### config.mk
export PLATFORM = sky130hd
export DESIGN_NAME = sbus_ahbl_manager_bridge
export DESIGN_NICKNAME = d
export VERILOG_FILES = /design/src/rtl/sbus_ahbl_manager_bridge.sv
export SDC_FILE = /design/constraint.sdc
export NUM_CORES = 1
export LEC_CHECK = 0
export BUFFER_PORTS_ARGS = -buffer_cell sky130_fd_sc_hd__buf_4
export CORE_MARGIN = 3
export CORE_UTILIZATION = 40
export DETAILED_ROUTE_END_ITERATION = 6
export GPL_TIMING_DRIVEN = 0
export PLACE_DENSITY = 0.7
export REMOVE_ABC_BUFFERS = 1
export SETUP_SLACK_MARGIN = 0.15
export SLEW_MARGIN = 20
export SYNTH_ARGS = -nofsm -noshare
export SYNTH_HDL_FRONTEND = slang
export SYNTH_SLANG_ARGS = --single-unit
### constraint.sdc
create_clock -name clk -period 2.89 [get_ports clk]
set_input_delay 0.289 -clock clk [delete_from_list [all_inputs] [get_ports clk]]
set_output_delay 0.289 -clock clk [all_outputs]
set_load 0.005 [all_outputs]
### src/rtl/sbus_ahbl_manager_bridge.sv
// sbus_ahbl_manager_bridge: SBUS initiator to AHB-Lite manager, one single transfer in flight.
// All AHB outputs and SBUS responses are registered.
module sbus_ahbl_manager_bridge #(
    parameter int         W_ADDR = 32,
    parameter logic [3:0] HPROT  = 4'b0011
) (
    input  logic              clk,
    input  logic              rst_n,
    input  logic [W_ADDR-1:0] sbus_addr,
    input  logic              sbus_write,
    input  logic [1:0]        sbus_size,
    input  logic              sbus_vld,
    input  logic [31:0]       sbus_wdata,
    output logic              sbus_rdy,
    output logic              sbus_err,
    output logic [31:0]       sbus_rdata,
    output logic [W_ADDR-1:0] ahblm_haddr,
    output logic              ahblm_hwrite,
    output logic [1:0]        ahblm_htrans,
    output logic [2:0]        ahblm_hsize,
    output logic [2:0]        ahblm_hburst,
    output logic [3:0]        ahblm_hprot,
    input  logic              ahblm_hready,
    input  logic              ahblm_hresp,
    output logic [31:0]       ahblm_hwdata,
    input  logic [31:0]       ahblm_hrdata
);
    typedef enum logic [1:0] {IDLE, APHASE, DPHASE, RESP} state_t;
    state_t      state;
    logic [31:0] wdata_q;
    logic        drop;
    logic        illegal;
    assign illegal = sbus_size == 2'd3 || (sbus_size == 2'd1 && sbus_addr[0])
                     || (sbus_size == 2'd2 && sbus_addr[1:0] != 2'b00);
    assign ahblm_hburst = 3'b000;
    assign ahblm_hprot  = HPROT;
    always_ff @(posedge clk or negedge rst_n) begin
        if (!rst_n) begin
            state        <= IDLE;
            wdata_q      <= '0;
            drop         <= 1'b0;
            sbus_rdy     <= 1'b0;
            sbus_err     <= 1'b0;
            sbus_rdata   <= '0;
            ahblm_haddr  <= '0;
            ahblm_hwrite <= 1'b0;
            ahblm_htrans <= 2'b00;
            ahblm_hsize  <= 3'b000;
            ahblm_hwdata <= '0;
        end else begin
            case (state)
                IDLE: if (sbus_vld) begin
                    if (illegal) begin
                        sbus_rdy   <= 1'b1;
                        sbus_err   <= 1'b1;
                        sbus_rdata <= '0;
                        state      <= RESP;
                    end else begin
                        ahblm_haddr  <= sbus_addr;
                        ahblm_hwrite <= sbus_write;
                        ahblm_hsize  <= {1'b0, sbus_size};
                        ahblm_htrans <= 2'b10;
                        wdata_q      <= sbus_wdata;
                        drop         <= 1'b0;
                        state        <= APHASE;
                    end
                end
                APHASE: begin
                    drop <= drop | !sbus_vld;
                    if (ahblm_hready) begin
                        ahblm_htrans <= 2'b00;
                        ahblm_hwdata <= ahblm_hwrite ? wdata_q : 32'h0;
                        state        <= DPHASE;
                    end
                end
                DPHASE: begin
                    drop <= drop | !sbus_vld;
                    // a withdrawn request still finishes on the bus but gets no response pulse
                    if (ahblm_hready) begin
                        ahblm_hwdata <= '0;
                        sbus_rdata   <= ahblm_hresp ? 32'h0 : ahblm_hrdata;
                        sbus_err     <= ahblm_hresp;
                        sbus_rdy     <= !(drop | !sbus_vld);
                        state        <= RESP;
                    end
                end
                RESP: begin
                    sbus_rdy   <= 1'b0;
                    sbus_err   <= 1'b0;
                    sbus_rdata <= '0;
                    state      <= IDLE;
                end
                default: state <= IDLE;
            endcase
        end
    end
endmodule

==> Word level (Yosys, flattened, before mapping) <==
Cells that the tools add are included.
{ "word_totals": {"regBits": 138, "inputBits": 104, "out_inout_bits": 111, "wordCells": 70} }
{ "op_classes": {"n_eq_ne": 11, "n_mux": 27, "bitwise": 2, "reduce_logical": 19} }
{ "op_table": {"columns": ["op", "n"], "rows": [
  ["$mux 32", 7],
  ["$pmux 32 s3", 1],
  ["$pmux 32 s2", 1],
  ["$mux 2", 7],
  ["$reduce_and 3->1", 4],
  ["$ne 2x2->1 const B", 5],
  ["$eq 2x2->1 const B", 4],
  ["$pmux 2 s4", 1],
  ["$reduce_and 4->1", 2],
  ["$reduce_bool 2->1", 4],
  ["$mux 1", 6],
  ["$pmux 1 s3", 2],
  ["$eq 2x1->1 const B", 2],
  ["$pmux 2 s2", 1],
  ["$reduce_bool 3->1", 1],
  ["$logic_and 1x1->1", 2],
  ["$logic_not 1->1", 2],
  ["$logic_not 2->1", 1],
  ["$logic_or 1x1->1", 2],
  ["$pmux 1 s2", 1],
  ["$reduce_or 2->1", 1],
  ["$not 1->1", 1],
  ["$or 1x1->1", 1]
]} }

==> Logic depth before layout (Yosys ltp) <==
{ "depth": {"ltp_word": 7, "depth_mapped": 8, "ltp_nobuf": 6} }

==> Least setup slack after synthesis <==
No wires, ideal clock.
{ "synth_path": {"path_type": "register to register", "startpoint": "reg state[0]", "endpoint": "reg sbus_err", "setup_time_ns": 0.125, "t_arrival_ns": 1.531, "t_required_ns": 2.765, "path_slack_ns": 1.235, "stages_incl_launch_ff": 8, "n_path_buf": 1, "period_less_slack_ns": 1.655, "cell_sequence": "dfrtp_1 inv_1 ha_1 buf_4 nor3_1 a221oi_2 nand2_2 mux2_2"} }
{ "synth_between": {"elab_chain_cells": 3, "word_cells_on_any_way": 9, "cone_classes": "eq/ne: 5; mux: 1; reduce/logical: 3"} }
{ "synth_rtl": {"columns": ["element", "line", "source"], "rows": [
  ["start, declared", "29", "state_t state;"],
  ["start signal, assigned", "39", "state <= IDLE;"],
  ["start signal, assigned", "57", "state <= RESP;"],
  ["start signal, assigned", "65", "state <= APHASE;"],
  ["$eq 2x2->1 / $logic_not 2->1 (equally long branches)", "51", "case (state)"],
  ["$ne 2x2->1 (no line) / $reduce_bool 3->1 (equally long branches)", null, null],
  ["$reduce_and 4->1 (no line)", null, null],
  ["end signal, assigned", "82", "sbus_err <= ahblm_hresp;"],
  ["end, declared", "15", "output logic sbus_err,"]
]} }
Parallel ways exist; a longest one is shown, timed or not.
A chain may end at the register's enable or synchronous reset.

==> Worst setup path in the final report <==
Same ends and word-level chain as after synthesis.

==> impl_metrics.json <==
{
  "slowest_delay_ns": 0.61,
  "clock_power_share_pct": 22.7,
  "power.density_nw_per_um2": 1100,
  "combinationalPowerShare_pct": 38.8,
  "hp-class": "in2reg",
  "antenna_cells": 0,
  "port_buffers": 205,
  "numCtsBuffers": 17,
  "clkSlewWorstSetupHoldPaths_ns": 0.06,
  "internal_power_mw": 6.03,
  "htree_levels": 4,
  "rows": 42,
  "avgSynthCellArea_um2": 12.0,
  "grt_use_total_pct": 16.6,
  "syn2layout_area_growth_pct": 39.7,
  "ys_seq_area_share_pct": 60.5,
  "hold_viol": 0,
  "syn_area_um2": 5670,
  "yosys_warnings": 0,
  "yosys.area.top_type": "dfrtp_1",
  "grt_max_degree": 72,
  "initial_core_util_pct": 41.8,
  "synth-edff-count": 0,
  "worst_pin_slew_ns": 1.01,
  "ir_drop_uv": 539,
  "drc": 0,
  "dieArea_um2": 15600,
  "cp_top_family": "simple AND/OR/NAND/NOR gates",
  "yosysTopAreaCellShare_pct": 60.5,
  "drive_gt1_share_pct": 45.5,
  "synth_fa_ha_area_share_pct": 0.883,
  "synthFlopType": "dfrtp_1",
  "synth_top_family_by_area": "multiplexers",
  "viasPerCell": 4.78,
  "crit_path_start_kind": "flop",
  "gp_congestion": 0.824,
  "switching_power_mw": 2.68,
  "core_um2": 13600,
  "io_pins": 215,
  "status": "complete, no violations",
  "max-clock-path-buffers": 2,
  "vias": 4104,
  "fin_nets": 783,
  "placed_area_um2": 7380,
  "cts_root_buffer": "clkbuf_16",
  "leakage_nw": 3.92,
  "yosys_register_bits": 137,
  "layout.cells.non_filler": 859,
  "crit_arrival_ns": 2.86,
  "min_period_over_period_pct": 88.8,
  "first_iter_violations": 180,
  "fillers": 1154,
  "wire_per_inst_um": 14.8,
  "clock_latency_ns": 0.41,
  "slew_viol_final": 0,
  "synthCells": 473,
  "cpMaxStageDelayCell": "nand2_2",
  "async_flop_share_pct": 100,
  "path_cells": "inv_1 -> ha_1 -> nor3_1 -> a221oi_2 -> nand2_2 -> mux2_2",
  "ys_types": 26,
  "critPathMaxFanout": 34,
  "grt_pass1_wl_mm": 21.2,
  "dp.cells": 831,
  "dpl.hpwl_mm": 9.11,
  "fin_area_um2": 7920,
  "required_ns": 3.18,
  "fin_tns_setup_ns": 0,
  "first_pass_iters": 4,
  "synth_mux_area_share_pct": 19.4,
  "fin_skew_ns": 0.00557,
  "synth_compound_area_share_pct": 4.77,
  "cap_violations": 0,
  "synth_xor_area_share_pct": 0,
  "path_buf_inv": 1,
  "antenna_found_initial": 0,
  "clock-sinks": 137,
  "ant_nets": 0,
  "setup_slack_ns": 0.323,
  "synthSimpleGateAreaFrac_pct": 7.40,
  "end_kind": "flop",
  "grt_pass1_vias": 4239,
  "rsz0062_at_grt": "no",
  "sw_frac_of_total_pct": 30.8,
  "synthTopCellsByArea": "dfrtp_1 (60%), mux2_2 (14%), nand2_1 (6.4%)",
  "p_seq_share_pct": 38.5,
  "clock.fmax_mhz": 390,
  "cts_tree": "yes",
  "fin_crit_ns": 2.57,
  "drt_wl_total_mm": 12.7,
  "die_h_um": 125,
  "setup-violations-final": 0,
  "yosysMostFrequentCell": "dfrtp_1",
  "dp_slack_ns": 0.333,
  "die_w_um": 125,
  "synth.top_cells.by_count": "dfrtp_1 (137), nand2_1 (97), mux2_2 (69)",
  "grt.overflow.total": 0,
  "worst-setup-path-type": "reg2reg",
  "cts_setup_buffers": 0,
  "relSlewSlack_pct": 32.6
}
-- worst reg2reg max path: stages, from the launching register on --
cell and delay (ns):
dfrtp_1 0.41, inv_1 0.10, ha_1 0.44, nor3_1 0.14, a221oi_2 0.23, nand2_2 0.61, mux2_2 0.53
-- area by class of cell --
class	instances	area, um^2	share of cell area (%)
Timing Repair Buffer	211	1690	21.4
Inverter	38	143	1.80
Clock buffer	23	488	6.16
Sequential cell	137	3430	43.3
Multi-Input combinational cell	270	1900	24.0
Tap cell	176	220	2.78
Clock inverter	4	45.0	0.569
-- cells by family after synthesis --
kind of cell,count (synthesis)
AOI/OAI and AO/OA,47
adders and majority gates,4
buffers and inverters,73
DFF,137
muxes,101
other,2
and+or+nand+nor,109
-- final timing paths --
path | start | end | slack, ns | cells after the start
max | state[0] | sbus_err | 0.32 | 6
min | sbus_write | ahblm_hwrite | 0.11 | 2
max reg2reg | state[0] | sbus_err | 0.32 | 6
min reg2reg | ahblm_hwdata[25] | ahblm_hwdata[25] | 0.48 | 2
max in group asynchronous | rst_n | ahblm_haddr[10] | 1.76 | 3
min in group asynchronous | rst_n | wdata_q[16] | 0.42 | 2
-- cell usage in the layout (no fill, tap or decap), types with 2 or more instances in the layout --
master     instances
buf_4            204
dfrtp_1          137
nand2_1           97
mux2_2            69
inv_1             37
o21ai_0           34
mux2i_1           32
clkbuf_16         17
conb_1             9
nor2_1             6
buf_16             5
ha_1               4
clkbuf_8           4
a21oi_1            3
o22ai_1            3
clkinv_2           3
nor3_1             2
clkbuf_1           2
-- per-layer routing --
| layer | track usage, % | part of all wire, % |
|---|---|---|
| met1 | 20.9 | 42 |
| met2 | 26.0 | 47 |
| met3 | 6.78 | 9.3 |
| met4 | 6.12 | 1.9 |
| met5 | 0 | 0 |
-- what timing repair did --
item,in CTS,in global routing
endpoints found under the hold margin,66,0
hold buffers,1,0
gates resized for setup,0,0
-- power by group through the flow --
stage | clock [mW] | sequential (mW) | combinational, mW
floorplan | 0 | 3.36 | 1.62
global placement | 0 | 3.33 | 3.21
detailed placement | 0 | 3.39 | 3.45
CTS | 2.02 | 3.37 | 3.46
global route | 2.12 | 3.49 | 3.74
finish | 1.97 | 3.36 | 3.38
-- registers in the layout (all words and copies together) (netlist names) --
signal        count
ahblm_hwrite      1
ahblm_hsize       2
wdata_q          32
sbus_err          1
ahblm_hwdata     32
sbus_rdata       32
ahblm_htrans      1
drop              1
sbus_rdy          1
state             2
ahblm_haddr      32
-- metrics by stage --
step	hold WS (ns)	power (mW)	utilization, %
2_1_floorplan	-0.00659	4.98	-
3_3_place_gp	0.464	6.54	53.1
3_5_place_dp	0.277	6.84	54.4
4_1_cts	0.0889	8.85	58.4
5_1_grt	0.0862	9.34	58.4
6_report	0.111	8.71	58.4
No activity file was read; power rests on OpenSTA's default activity.
